File: config.mk
export PLATFORM = sky130hd
export DESIGN_NAME = tlm_mem_ctrl
export DESIGN_NICKNAME = d
export VERILOG_FILES = /design/src/rtl/tlm_mem_pkg.sv /design/src/rtl/tlm_mem_ctrl.sv
export SDC_FILE = /design/constraint.sdc
export NUM_CORES = 1
export LEC_CHECK = 0
export BUFFER_PORTS_ARGS = -buffer_cell sky130_fd_sc_hd__buf_2
export CORE_ASPECT_RATIO = 0.75
export CORE_MARGIN = 5
export CORE_UTILIZATION = 47
export DETAILED_ROUTE_END_ITERATION = 8
export PLACE_DENSITY = 0.8
export SKIP_CTS_REPAIR_TIMING = 1
export SLEW_MARGIN = 15
export SYNTH_ARGS = -nofsm -noshare
export SYNTH_HDL_FRONTEND = slang
export SYNTH_SLANG_ARGS = --single-unit
File: constraint.sdc
create_clock -name clk_i -period 3.03 [get_ports clk_i]
set_input_delay 0.4545 -clock clk_i [delete_from_list [all_inputs] [get_ports clk_i]]
set_output_delay 0.4545 -clock clk_i [all_outputs]
set_load 0.005 [all_outputs]
File: src/rtl/tlm_mem_pkg.sv
// -----------------------------------------------------------------------------
// tlm_mem_pkg
// Shared types for the TLM memory-access engine.
//   tlm_cmd_e    : TLM generic-payload command (2 bits)
//   tlm_status_e : response status returned to the front-end (2 bits)
//   ctrl_state_e : controller FSM state
//   check_req()  : legality check of an incoming request
// -----------------------------------------------------------------------------
package tlm_mem_pkg;

    localparam int TLM_DATA_W = 32;
    localparam int TLM_BE_W   = TLM_DATA_W / 8;
    localparam int TLM_CNT_W  = 16;

    typedef enum logic [1:0] {
        TLM_READ     = 2'd0,
        TLM_WRITE    = 2'd1,
        TLM_IGNORE   = 2'd2,
        TLM_RESERVED = 2'd3
    } tlm_cmd_e;

    typedef enum logic [1:0] {
        TLM_OK       = 2'd0,
        TLM_ADDR_ERR = 2'd1,
        TLM_CMD_ERR  = 2'd2,
        TLM_BE_ERR   = 2'd3
    } tlm_status_e;

    typedef enum logic [1:0] {
        ST_IDLE   = 2'd0,
        ST_ACCESS = 2'd1,
        ST_RDWAIT = 2'd2,
        ST_RESP   = 2'd3
    } ctrl_state_e;

    // Priority: bad command first, then (for READ/WRITE only) address range,
    // then empty byte-enable mask. IGNORE never touches memory, so its
    // address and byte enables are not checked.
    function automatic tlm_status_e check_req(
        input tlm_cmd_e          cmd,
        input logic [31:0]       addr,
        input logic [TLM_BE_W-1:0] be,
        input int                addr_w
    );
        logic addr_hi;
        tlm_status_e sts;
        addr_hi = 1'b0;
        for (int i = 0; i < 32; i++) begin
            if (i >= addr_w && addr[i]) begin
                addr_hi = 1'b1;
            end
        end
        if (cmd == TLM_RESERVED) begin
            sts = TLM_CMD_ERR;
        end else if (cmd == TLM_IGNORE) begin
            sts = TLM_OK;
        end else if (addr_hi) begin
            sts = TLM_ADDR_ERR;
        end else if (be == '0) begin
            sts = TLM_BE_ERR;
        end else begin
            sts = TLM_OK;
        end
        return sts;
    endfunction

endpackage

File: src/rtl/tlm_mem_ctrl.sv
// -----------------------------------------------------------------------------
// tlm_mem_ctrl
// Executes decoded TLM transactions against a single-port synchronous SRAM,
// one transaction in flight at a time.
//
// Ports
//   clk_i, rstn_i              clock, asynchronous active-low reset
//   req_valid_i / req_ready_o  request handshake
//   req_cmd_i, req_addr_i,
//   req_wdata_i, req_be_i      request payload (word address, byte enables)
//   rsp_valid_o / rsp_ready_i  response handshake
//   rsp_status_o, rsp_rdata_o  response payload (rdata 0 unless an OK read)
//   mem_addr_o, mem_wdata_o,
//   mem_be_o, mem_we_o,
//   mem_re_o, mem_rdata_i      SRAM port, read data one cycle after mem_re_o
//   txn_cnt_o, err_cnt_o       completed / failed response counters (wrap)
// -----------------------------------------------------------------------------
module tlm_mem_ctrl
    import tlm_mem_pkg::*;
#(
    parameter int ADDR_W = 8,
    parameter int DATA_W = 32   // fixed at 32: four byte lanes
) (
    input  logic                 clk_i,
    input  logic                 rstn_i,
    input  logic                 req_valid_i,
    output logic                 req_ready_o,
    input  logic [1:0]           req_cmd_i,
    input  logic [31:0]          req_addr_i,
    input  logic [DATA_W-1:0]    req_wdata_i,
    input  logic [DATA_W/8-1:0]  req_be_i,
    output logic                 rsp_valid_o,
    input  logic                 rsp_ready_i,
    output logic [1:0]           rsp_status_o,
    output logic [DATA_W-1:0]    rsp_rdata_o,
    output logic [ADDR_W-1:0]    mem_addr_o,
    output logic [DATA_W-1:0]    mem_wdata_o,
    output logic [DATA_W/8-1:0]  mem_be_o,
    output logic                 mem_we_o,
    output logic                 mem_re_o,
    input  logic [DATA_W-1:0]    mem_rdata_i,
    output logic [TLM_CNT_W-1:0] txn_cnt_o,
    output logic [TLM_CNT_W-1:0] err_cnt_o
);

    ctrl_state_e            state_q,     state_d;
    tlm_cmd_e               cmd_q,       cmd_d;
    logic                   req_ready_q, req_ready_d;
    logic                   rsp_valid_q, rsp_valid_d;
    tlm_status_e            status_q,    status_d;
    logic [DATA_W-1:0]      rdata_q,     rdata_d;
    logic [ADDR_W-1:0]      mem_addr_q,  mem_addr_d;
    logic [DATA_W-1:0]      mem_wdata_q, mem_wdata_d;
    logic [DATA_W/8-1:0]    mem_be_q,    mem_be_d;
    logic                   mem_we_q,    mem_we_d;
    logic                   mem_re_q,    mem_re_d;
    logic [TLM_CNT_W-1:0]   txn_cnt_q,   txn_cnt_d;
    logic [TLM_CNT_W-1:0]   err_cnt_q,   err_cnt_d;

    tlm_cmd_e               req_cmd;
    tlm_status_e            req_status;
    logic                   req_hs;
    logic                   rsp_hs;

    assign req_cmd    = tlm_cmd_e'(req_cmd_i);
    assign req_status = check_req(req_cmd, req_addr_i, req_be_i, ADDR_W);
    assign req_hs     = req_valid_i && req_ready_q;
    assign rsp_hs     = rsp_valid_q && rsp_ready_i;

    always_comb begin
        state_d     = state_q;
        cmd_d       = cmd_q;
        req_ready_d = req_ready_q;
        rsp_valid_d = rsp_valid_q;
        status_d    = status_q;
        rdata_d     = rdata_q;
        mem_addr_d  = mem_addr_q;
        mem_wdata_d = mem_wdata_q;
        mem_be_d    = mem_be_q;
        // Strobes are single-cycle pulses covering only the ACCESS state.
        mem_we_d    = 1'b0;
        mem_re_d    = 1'b0;
        txn_cnt_d   = txn_cnt_q;
        err_cnt_d   = err_cnt_q;

        unique case (state_q)
            ST_IDLE: begin
                // req_ready is registered, so it first rises one edge after
                // reset release even though the FSM already sits in IDLE.
                req_ready_d = 1'b1;
                if (req_hs) begin
                    req_ready_d = 1'b0;
                    cmd_d       = req_cmd;
                    status_d    = req_status;
                    rdata_d     = '0;
                    if (req_status == TLM_OK &&
                        (req_cmd == TLM_READ || req_cmd == TLM_WRITE)) begin
                        // Memory port registers load here so that address,
                        // data and strobe are all valid throughout ACCESS.
                        state_d    = ST_ACCESS;
                        mem_addr_d = req_addr_i[ADDR_W-1:0];
                        if (req_cmd == TLM_WRITE) begin
                            mem_wdata_d = req_wdata_i;
                            mem_be_d    = req_be_i;
                            mem_we_d    = 1'b1;
                        end else begin
                            mem_re_d    = 1'b1;
                        end
                    end else begin
                        state_d = ST_RESP;
                    end
                end
            end

            ST_ACCESS: begin
                state_d = (cmd_q == TLM_READ) ? ST_RDWAIT : ST_RESP;
            end

            ST_RDWAIT: begin
                // Byte enables only gate writes; reads return the full word.
                rdata_d = mem_rdata_i;
                state_d = ST_RESP;
            end

            ST_RESP: begin
                // rsp_valid is raised one cycle after entering RESP; once up,
                // status and rdata are frozen until the response handshake.
                if (!rsp_valid_q) begin
                    rsp_valid_d = 1'b1;
                end else if (rsp_hs) begin
                    rsp_valid_d = 1'b0;
                    req_ready_d = 1'b1;
                    state_d     = ST_IDLE;
                    txn_cnt_d   = txn_cnt_q + 1'b1;
                    if (status_q != TLM_OK) begin
                        err_cnt_d = err_cnt_q + 1'b1;
                    end
                end
            end

            default: begin
                state_d = ST_IDLE;
            end
        endcase
    end

    always_ff @(posedge clk_i or negedge rstn_i) begin
        if (!rstn_i) begin
            state_q     <= ST_IDLE;
            cmd_q       <= TLM_READ;
            req_ready_q <= 1'b0;
            rsp_valid_q <= 1'b0;
            status_q    <= TLM_OK;
            rdata_q     <= '0;
            mem_addr_q  <= '0;
            mem_wdata_q <= '0;
            mem_be_q    <= '0;
            mem_we_q    <= 1'b0;
            mem_re_q    <= 1'b0;
            txn_cnt_q   <= '0;
            err_cnt_q   <= '0;
        end else begin
            state_q     <= state_d;
            cmd_q       <= cmd_d;
            req_ready_q <= req_ready_d;
            rsp_valid_q <= rsp_valid_d;
            status_q    <= status_d;
            rdata_q     <= rdata_d;
            mem_addr_q  <= mem_addr_d;
            mem_wdata_q <= mem_wdata_d;
            mem_be_q    <= mem_be_d;
            mem_we_q    <= mem_we_d;
            mem_re_q    <= mem_re_d;
            txn_cnt_q   <= txn_cnt_d;
            err_cnt_q   <= err_cnt_d;
        end
    end

    assign req_ready_o  = req_ready_q;
    assign rsp_valid_o  = rsp_valid_q;
    assign rsp_status_o = status_q;
    assign rsp_rdata_o  = rdata_q;
    assign mem_addr_o   = mem_addr_q;
    assign mem_wdata_o  = mem_wdata_q;
    assign mem_be_o     = mem_be_q;
    assign mem_we_o     = mem_we_q;
    assign mem_re_o     = mem_re_q;
    assign txn_cnt_o    = txn_cnt_q;
    assign err_cnt_o    = err_cnt_q;

endmodule
======== After elaboration in Yosys (flattened, before gate mapping) ========
Index checks and enable logic that the tools add are counted.
W data, S select, Z words.
word-level totals
  output and inout port bits .............. 114
  register bits ........................... 118
  bits of input ports ..................... 106
operators by class
  $add $sub $neg .......................... 2
  reductions and logical operators ........ 20
  eq/ne operators ......................... 9
  multiplexer cells ....................... 50
operators by type and width
  cell                     number
  $pmux W32 S2             1
  $mux W1                  38
  $add A16 B1 Y16 const B  2
  $mux W32                 1
  $mux W2                  8
  $reduce_and A3 Y1        4
  $eq A2 B2 Y1 const B     4
  $logic_not A2 Y1         4
  $pmux W2 S4              1
  $reduce_and A4 Y1        2
  $ne A2 B2 Y1 const B     3
  $reduce_bool A2 Y1       3
  $eq A2 B1 Y1 const B     2
  $logic_not A4 Y1         1
  $reduce_and A2 Y1        2
  $logic_and A1 B1 Y1      3
  $pmux W1 S2              1
  $logic_or A1 B1 Y1       1

======== Longest topological paths before layout ========
Gate-level depths: netlist (run 1).
  word-level depth ........................ 32
  mapped depth ............................ 8
  gate-level depth less buffers ........... 6

======== Worst setup path before layout (run 1) ========
Ideal clock, no wire load.
  path kind ............................... register to register
  from .................................... register state_q[0]
  to ...................................... register mem_be_q[3] (netlist: mem_be_o[3])
  setup time .............................. 0.125 ns
  path slack .............................. 0.676 ns
  data required time ...................... 2.905 ns
  stages on the path, launching flop included .. 9
  data arrival time ....................... 2.229 ns
  cell sequence ........................... dfrtp_1 -> inv_1 -> ha_1 -> nand3_2 -> or3_4 -> or4_1 -> buf_6 -> buf_12 -> mux2_4
on the way
  word-level cells in the longest chain between the ends .. 2
RTL lines
  what                         line                 RTL
  start: declaration           tlm_mem_ctrl.sv:46   ctrl_state_e state_q, state_d;
  start signal: assignment     tlm_mem_ctrl.sv:163  state_q <= state_d;
  $logic_not A2 Y1             tlm_mem_ctrl.sv:86   unique case (state_q)
  $reduce_and A4 Y1 (no line)  -
  end signal: assignment       tlm_mem_ctrl.sv:171  mem_be_q <= mem_be_d;
  end: declaration             tlm_mem_ctrl.sv:54   logic [DATA_W/8-1:0] mem_be_q, mem_be_d;
No other way between the ends.
A chain may end at the register's enable or synchronous reset.

======== Final worst setup path (run 1) ========
  from .................................... register state_q[0]
  to ...................................... register mem_wdata_q[21] (netlist: mem_wdata_o[21])
on the way
  word-level cells in the longest chain between the ends .. 2
RTL lines
  what                         line                 RTL
  $logic_not A2 Y1             tlm_mem_ctrl.sv:86
  $reduce_and A4 Y1 (no line)  -
  end signal: assignment       tlm_mem_ctrl.sv:170  mem_wdata_q <= mem_wdata_d;
  end: declaration             tlm_mem_ctrl.sv:53   logic [DATA_W-1:0] mem_wdata_q, mem_wdata_d;
No other way between the ends.

==> reports/metrics.yaml, run 1 <==
hold_path.class: "in -> async"
seq_area_frac_synth_pct: 60.45
row_count: 32
ctsHtreeMaxLevel: 4
synth.top_cells.by_count: "dfrtp_1 (118), a22o_1 (32), mux2_4 (30)"
clk_path_buf_depth: 2
cp-start-kind: "flop"
grt_overflow: 0
cap_violations: 0
port-buffer-count: 219
critPathCaptureType: "flop"
core_um2: 10210
die_area_um2: 12550
yosys.area_share.adder_pct: 1.793
postSynthCellCount: 350
rsz0062_at_grt: "false"
diodes: 0
r2r_cells: 7
min_period_ns: 2.714
synth.distinct_cells: 35
grt_max_degree: 119
nets: 695
leakage_nw: 3.743
synth.most_common_cell: "dfrtp_1"
ant_nets: 0
yosysTopAreaCell: "dfrtp_1"
synth-compound-area-share_pct: 7.889
ys_top_cells_by_area: "dfrtp_1 (60%), mux2_4 (9.2%), a22o_1 (5.7%)"
start_util_pct: 47.84
ys_warn_count: 0
num_vias: 3657
critPathArrivalTime_ns: 3.00
path_max_fanout: 36
p_int_w: 0.003998
seq_power_share_pct: 37.8
status: "finished clean"
drv_slew: 0
grt_pass1_wl_mm: 20.34
relSlewSlack_pct: 48.63
synth_ff_type: "dfrtp_1"
die_h_um: 98.29
wl_per_cell_um: 16.99
track_usage_pct: 20.30
muxShareOfSynthArea_pct: 12.45
swShare_pct: 27.88
yosysTopAreaCellShare_pct: 60.45
vias_per_cell: 5.003
cts_made_buffers: 17
vdd_drop_max_uv: 584.4
yosys.area_share.simple_pct: 9.580
syn_nets: 463
fin_worst_skew_ns: 0.01105
fin_setup_tns_ns: 0
critical_path_class: "reg -> reg"
crit_required_ns: 3.31
drt-pass1-iter-count: 4
cts_sinks: 118
pwr-share-clk_pct: 39.8
area_delta_synth_final_pct: 38.86
worstMarginPinSlew_ns: 0.7646
synth_area_um2: 4885
async_flop_share_pct: 100.0
hold_violations: 0
drt_iter0_drc: 198
root_buffer: "clkbuf_16"
dp_hpwl_mm: 9.068
drcViolationCount: 0
wl_mm: 12.42
globalplace.congestion: 0.8144
switching_power_w: 0.001545
grt_antenna_before_repair: 0
ios: 220
comb_power_share_pct: 22.4
setup_viol: 0
clk_pin_slew_ns: 0.05
drive_above_1_share_pct: 52.27
p_per_area_nw_per_um2: 817.3
period_share_pct: 89.57
synth_top_family_by_area: "multiplexers"
synth-xor-area-share_pct: 5.379
cts_tree: "built"
layout_setup_ws_ns: 0.3162
syn_avg_cell_area_um2: 13.96
fmax_mhz: 368.5
post-place-ws_ns: 0.3419
grt_pass1_vias: 3977
synth_edf_count: 0
ys_seq_elements: 118
clk_latency_ns: 0.41
fp.dieW_um: 127.7
## worst max-delay path, stage by stage, from the launching register on
cell	delay, ns
dfrtp_1	0.41
inv_1	0.14
ha_1	0.29
nand3_2	0.18
or3_4	0.39
or4_2	0.60
buf_12	0.22
mux2_4	0.33
## cells by family after synthesis
logic type	after synthesis
simple gates	85
flops	118
mux	44
xor+xnor	30
compound gates	49
buf+inv	17
fa+ha+maj	7
## per-stage QoR
step	power (W)	cell area, µm²	std cells	hold WS (ns)	utilization [%]
global placement	0.003307	6127	699	0.4559	60.01
global route	0.005854	6783	731	0.1924	66.43
CTS	0.005607	6783	731	0.1662	66.43
detailed placement	0.003370	6127	699	0.4600	60.01
floorplan	0.002783	4885	350	0.1589	-
finish	0.005544	6783	731	0.1462	66.43
## power groups by stage
| stage | sequential, W | clock [W] | combinational [W] |
|---|---|---|---|
| 2_1_floorplan | 0.00212 | 0 | 0.000664 |
| 3_3_place_gp | 0.00210 | 0 | 0.00121 |
| 3_5_place_dp | 0.00212 | 0 | 0.00125 |
| 4_1_cts | 0.00210 | 0.00225 | 0.00126 |
| 5_1_grt | 0.00214 | 0.00234 | 0.00137 |
| 6_report | 0.00210 | 0.00221 | 0.00124 |
## state kept, by name, indices dropped and copies added (netlist names), 2 cells and up
register      count
rsp_status_o      2
txn_cnt_o        16
rsp_rdata_o      32
mem_addr_o        8
mem_be_o          4
cmd_q             2
err_cnt_o        16
state_q           2
mem_wdata_o      32
## metal layers
metal | GRT usage [%] | wire length [µm] | up-vias | part of all wire, %
li1 | - | - | 1734 | -
met1 | 24.49 | 5073 | 1753 | 41
met2 | 33.72 | 6101 | 158 | 49
met3 | 7.818 | 1093 | 12 | 8.8
met4 | 6.444 | 155 | 0 | 1.2
met5 | 0 | 0 | - | 0
## cells in the final DEF, fill, tap and decap left out, types with 3 or more instances in the layout
cell type,count
nor2_1,11
a22o_1,32
nor3_1,4
nor4_1,7
inv_1,6
ha_1,7
mux2_4,30
bufinv_16,5
nand4_1,7
buf_2,218
mux2_2,14
clkinv_2,3
and3_1,5
nand2_1,27
buf_4,4
xor2_1,4
xnor2_1,26
nor4_2,4
o21ai_0,7
dfrtp_1,118
nand3_1,12
clkbuf_16,17
## final timing paths
kind	start	endpoint	slack, ns
setup / recovery	state_q[0]$_DFFE_PN0P_	mem_wdata_o[21]$_DFFE_PN0P_	0.32
hold / removal	rstn_i	txn_cnt_o[9]$_DFFE_PN0P_	0.15
setup reg to reg	state_q[0]$_DFFE_PN0P_	mem_wdata_o[21]$_DFFE_PN0P_	0.32
hold reg to reg	txn_cnt_o[15]$_DFFE_PN0P_	txn_cnt_o[15]$_DFFE_PN0P_	0.47
max in group asynchronous	rstn_i	rsp_rdata_o[16]$_DFFE_PN0P_	2.45
min in group clk_i	req_cmd_i[0]	mem_re_o$_DFF_PN0_	0.22
## cell type report
type	count	area, µm²
fill	777	3427
inverter	6	22.52
sequential	118	2953
multi-input combinational	215	1821
clock buffer	20	456.7
tap	136	170.2
clock inverter	12	198.9
timing repair buffer	224	1161
Power figures use the tool's default switching activity.
==> run 2: changes to the inputs <==
--- a/config.mk
+++ b/config.mk
@@ -6,11 +6,12 @@
 export NUM_CORES = 1
 export LEC_CHECK = 0
 export BUFFER_PORTS_ARGS = -buffer_cell sky130_fd_sc_hd__buf_2
+export CAP_MARGIN = 30
 export CORE_ASPECT_RATIO = 0.75
-export CORE_MARGIN = 5
 export CORE_UTILIZATION = 47
 export DETAILED_ROUTE_END_ITERATION = 8
 export PLACE_DENSITY = 0.8
+export REMOVE_ABC_BUFFERS = 1
 export SKIP_CTS_REPAIR_TIMING = 1
 export SLEW_MARGIN = 15
 export SYNTH_ARGS = -nofsm -noshare
==> run 2 against run 1 <==
  * Count of clock-buffer cells in the layout decreased by 2
  * Utilization increased by 0.89 points
  * Register-to-register slack got worse by 0.07 ns
  * Worst hold slack got worse by 0.061 ns
  * Critical path depth unchanged
  * Global-route usage increased by 1.5 points
  * Combinational power about the same
  * Sequential share of layout area increased by 0.81 points
  * Die area decreased by 14%
  * Largest power group is now sequential cells
==> reports/metrics.yaml, run 2 (synthesis results as in run 1) <==
vdd_drop_max_uv: 450.3  # -23%
drive_above_1_share_pct: 52.36  # +0.088 points
grt_pass1_wl_mm: 18.24  # -10%
area_delta_synth_final_pct: 36.32
cts_sinks: 118  # unchanged
final_common_cell: "buf_2"
drv_slew: 0  # unchanged
drt-pass1-iter-count: 4  # unchanged
grt_overflow: 0  # unchanged
clk_path_buf_depth: 2  # unchanged
port-buffer-count: 219  # unchanged
ant_nets: 0  # unchanged
reg2reg_to: "mem_wdata_o[27]$_DFFE_PN0P_"
drcViolationCount: 0  # unchanged
diodes: 0  # unchanged
fin_worst_skew_ns: 0.006516  # -0.004529 ns
clk_pin_slew_ns: 0.05  # about the same
grt_antenna_before_repair: 0  # unchanged
fmax_mhz: 358.7  # -2.7%
hold_violations: 0  # unchanged
ios: 220  # unchanged
cts_made_buffers: 17  # unchanged
dp_hpwl_mm: 8.380  # -7.6%
cap_violations: 0  # unchanged
wl_per_cell_um: 15.79  # -7.1%
r2r_start: "state_q[0]$_DFFE_PN0P_"
wl_mm: 11.46  # -7.7%
critPathArrivalTime_ns: 3.06  # +0.06 ns
nets: 695  # unchanged
die_area_um2: 10810  # -14%
period_share_pct: 92.01  # +2.4 points
grt_max_degree: 68  # -43%
fp.dieW_um: 119.7  # -6.3%
r2r_cells: 7  # unchanged
worstMarginPinSlew_ns: 0.7595  # -0.005080 ns
min_period_ns: 2.788  # +0.07419 ns
fill_cells: 731  # -5.9%
drt_iter0_drc: 120  # -39%
critPathCaptureType: "flop"
crit_start: "state_q[0]$_DFFE_PN0P_"
rsz0062_at_grt: "false"
fin_setup_tns_ns: 0  # unchanged
start_util_pct: 49.39  # +1.5 points
final_cell_mix: "buf_2 (218), dfrtp_1 (118), a22o_1 (32)"
core_um2: 9891  # -3.1%
vias_per_cell: 5.065  # +1.2%
finalPower_w: 0.005152  # -7.1%
num_vias: 3677  # +0.55%
crit_required_ns: 3.30  # about the same
die_h_um: 90.29  # -8.1%
critPathCapture: "mem_wdata_o[27]$_DFFE_PN0P_"
leakage_nw: 3.675  # -1.8%
globalplace.congestion: 0.8088  # -0.69%
critical_path_class: "reg -> reg"
status: "finished clean"
path_max_fanout: 36  # unchanged
setup_viol: 0  # unchanged
relSlewSlack_pct: 48.97  # +0.34 points
track_usage_pct: 21.76  # +1.5 points
root_buffer: "clkbuf_16"
row_count: 31  # -3.1%
r2r_slack_ns: 0.24  # -0.07 ns
ctsHtreeMaxLevel: 4  # unchanged
grt_pass1_vias: 3716  # -6.6%
cp-start-kind: "flop"
p_per_area_nw_per_um2: 773.6  # -5.3%
hold_path.class: "in -> async"
cts_tree: "built"
clk_latency_ns: 0.40  # about the same
## run 2: cell types whose count changed in the layout (fill, tap and decap cells not counted), sizes merged
cell      delta
bufinv       -4
clkbuf       -2
inv          -1
clkinvlp     +4
clkinv       +2
## run 2: cell type report
class                      count  area [µm²]  area share [%]
clock buffer                  18       439.2           6.595
tap                          132       165.2           2.480
clock inverter                13       110.1           1.654
sequential                   118        2953           44.34
multi-input combinational    215        1821           27.34
inverter                       6       22.52          0.3382
timing repair buffer         224        1149           17.25
## run 2: where the power goes
group / switching (W) / internal (W) / leakage (nW)
clock: 0.000687 / 0.00114 / 0.259
combinational: 0.000618 / 0.000615 / 1.85
sequential: 0.000214 / 0.00188 / 1.57
## run 2: how the worst min path moves through the flow
stage / startpoint / to / slack, ns
after global placement: cmd_q[1]$_DFFE_PN0P_ / cmd_q[1]$_DFFE_PN0P_ / 0.46
after detailed placement: cmd_q[1]$_DFFE_PN0P_ / cmd_q[1]$_DFFE_PN0P_ / 0.47
after global routing: rstn_i / rsp_rdata_o[11]$_DFFE_PN0P_ / 0.13
after CTS: rstn_i / rsp_rdata_o[27]$_DFFE_PN0P_ / 0.10
after floorplan: rstn_i / cmd_q[0]$_DFFE_PN0P_ / 0.16
final: rstn_i / rsp_rdata_o[11]$_DFFE_PN0P_ / 0.09
## run 2: routing by layer
layer	vias to the layer above	wire length, µm	part of all wire [%]	GRT usage (%)
li1	1727	-	-	-
met4	0	132	1.2	7.292
met3	14	771	6.7	6.313
met1	1768	5125	45	28.39
met2	168	5434	47	34.87
met5	-	0	0	0
## run 2: worst max-delay path: stages, from the launching register on
cell and delay, ns:
dfrtp_1 0.41, inv_1 0.14, ha_1 0.28, nand3_2 0.18, or3_4 0.39, or4_2 0.54
buf_4 0.33, mux2_4 0.38
## run 2: metrics by stage
step | instances | util (%) | setup WS (ns) | instance area (µm²) | hold slack, ns
CTS | 726 | 67.32 | 0.2402 | 6659 | 0.1024
finish | 726 | 67.32 | 0.2420 | 6659 | 0.08567
global route | 726 | 67.32 | 0.1258 | 6659 | 0.1335
detailed placement | 695 | 61.77 | 0.2725 | 6110 | 0.4652
global placement | 695 | 61.77 | 0.3609 | 6110 | 0.4634
floorplan | 339 | - | 0.06581 | 4787 | 0.1589
==> run 3: changes to the inputs <==
--- a/config.mk
+++ b/config.mk
@@ -8,12 +8,14 @@
 export BUFFER_PORTS_ARGS = -buffer_cell sky130_fd_sc_hd__buf_2
 export CAP_MARGIN = 30
 export CORE_ASPECT_RATIO = 0.75
-export CORE_UTILIZATION = 47
+export CORE_UTILIZATION = 50
 export DETAILED_ROUTE_END_ITERATION = 8
-export PLACE_DENSITY = 0.8
+export PLACE_DENSITY = 0.84
+export RECOVER_POWER = 25
 export REMOVE_ABC_BUFFERS = 1
 export SKIP_CTS_REPAIR_TIMING = 1
 export SLEW_MARGIN = 15
 export SYNTH_ARGS = -nofsm -noshare
 export SYNTH_HDL_FRONTEND = slang
 export SYNTH_SLANG_ARGS = --single-unit
+export TNS_END_PERCENT = 1
==> constraint.sdc (replaced) <==
create_clock -name clk_i -period 3.6 [get_ports clk_i]
set_input_delay 0.54 -clock clk_i [delete_from_list [all_inputs] [get_ports clk_i]]
set_output_delay 0.54 -clock clk_i [all_outputs]
set_load 0.005 [all_outputs]
==> run 3 against run 2 <==
  * Sequential power fell by 16%
  * Non-clock buffer count fell by 1
  * Global-route usage rose by 1.6 points
  * Total power fell by 7.6%
  * First-iteration DRC count rose by 43%
  * Combinational power fell by 15%
  * Highest routed layer unchanged
==> reports/metrics.yaml, run 3 (synthesis results as in run 1) <==
globalplace.congestion: 0.7432  # -8.1%
drv_slew: 0  # unchanged
cp-start-kind: "flop"
dp_hpwl_mm: 8.171  # -2.5%
row_count: 30  # -3.2%
grt_pass1_vias: 3614  # -2.7%
final_common_cell: "buf_2"
drt_iter0_drc: 171  # +43%
ant_nets: 0  # unchanged
drt-pass1-iter-count: 4  # unchanged
cts_tree: "built"
wl_per_cell_um: 15.97  # +1.1%
critPathCaptureType: "flop"
p_per_area_nw_per_um2: 703.7  # -9.0%
nets: 694  # -0.14%
fin_worst_skew_ns: 0.008043  # +0.001527 ns
die_area_um2: 10170  # -5.9%
root_buffer: "clkbuf_16"
cts_made_buffers: 17  # unchanged
cts_sinks: 118  # unchanged
setup_viol: 0  # unchanged
crit_required_ns: 3.88  # +0.58 ns
path_max_fanout: 36  # unchanged
hold_violations: 0  # unchanged
num_vias: 3721  # +1.2%
min_period_ns: 2.790  # +0.002151 ns
core_um2: 9271  # -6.3%
diodes: 0  # unchanged
placedInstanceArea_um2: 6097  # -0.20%
period_share_pct: 77.50  # -15 points
vias_per_cell: 5.154  # +1.8%
final_cell_mix: "buf_2 (218), dfrtp_1 (118), a22o_1 (32)"
rsz0062_at_grt: "false"
hold_ws_ns: 0.3069  # +0.2212 ns
die_h_um: 87.60  # -3.0%
track_usage_pct: 23.36  # +1.6 points
port-buffer-count: 219  # unchanged
fin_setup_tns_ns: 0  # unchanged
leakage_nw: 3.738  # +1.7%
drive_above_1_share_pct: 52.19  # -0.17 points
clk_path_buf_depth: 2  # unchanged
finalPower_w: 0.004760  # -7.6%
ctsHtreeMaxLevel: 4  # unchanged
critical_path_class: "reg -> reg"
ios: 220  # unchanged
wl_mm: 11.53  # +0.58%
fin_area_um2: 6764  # +1.6%
cap_violations: 0  # unchanged
grt_max_degree: 61  # -10%
grt_pass1_wl_mm: 17.51  # -4.0%
clk_pin_slew_ns: 0.05  # about the same
relSlewSlack_pct: 3.325  # -46 points
grt_overflow: 0  # unchanged
worstMarginPinSlew_ns: 1.450  # +0.6906 ns
status: "finished clean"
area_delta_synth_final_pct: 38.47
clk_latency_ns: 0.41  # about the same
critPathArrivalTime_ns: 3.07  # about the same
post-route-util_pct: 72.96  # +5.6 points
fp.dieW_um: 116.1  # -3.0%
grt_antenna_before_repair: 0  # unchanged
drcViolationCount: 0  # unchanged
hold_path.class: "in -> reg"
fmax_mhz: 358.4  # about the same
vdd_drop_max_uv: 394.2  # -12%
start_util_pct: 52.69  # +3.3 points
run 3: through the flow:
stage	setup WS, ns	instances
floorplan	0.6154	339
global placement	0.9023	690
detailed placement	0.8227	690
CTS	0.7922	722
global route	0.4856	722
finish	0.8098	722
run 3: critical path: stages, from the launching register on:
cell	delay, ns
dfrtp_1	0.41
inv_1	0.13
ha_1	0.29
nand3_2	0.19
or3_4	0.39
or4_2	0.54
buf_4	0.34
mux2_4	0.37
run 3: where the power goes:
group          total (W)  internal (W)  switching, W
clock            0.00196       0.00136      0.000592
sequential       0.00176       0.00158      0.000180
combinational    0.00104      0.000514      0.000527
total            0.00476       0.00346       0.00130
run 3: area by class of cell:
cell class	instances	area, µm²
Fill cell	633	2507
Timing Repair Buffer	223	1124
Inverter	6	22.52
Sequential cell	118	2953
Multi-Input combinational cell	215	1821
Tap cell	128	160.2
Clock inverter	14	255.2
Clock buffer	18	429.2
run 3: path summary, 6_finish.rpt:
check	from	endpoint	depth (start not counted)	slack, ns
worst max-delay path	state_q[0]$_DFFE_PN0P_	mem_wdata_o[16]$_DFFE_PN0P_	7	0.81
worst min-delay path	req_cmd_i[0]	mem_re_o$_DFF_PN0_	2	0.31
worst max register to register	state_q[0]$_DFFE_PN0P_	mem_wdata_o[16]$_DFFE_PN0P_	7	0.81
worst min register to register	err_cnt_o[15]$_DFFE_PN0P_	err_cnt_o[15]$_DFFE_PN0P_	1	0.47
max in group asynchronous	rstn_i	mem_wdata_o[17]$_DFFE_PN0P_	2	1.03
min in group asynchronous	rstn_i	txn_cnt_o[7]$_DFFE_PN0P_	1	0.45
run 3: metal layers:
| metal | global-route usage, % | vias up | routed length, µm |
|---|---|---|---|
| met2 | 39.34 | 164 | 5775 |
| met3 | 7.889 | 13 | 825 |
| met1 | 27.69 | 1817 | 4776 |
| met5 | 0 | - | 0 |
| li1 | - | 1727 | - |
| met4 | 9.674 | 0 | 153 |
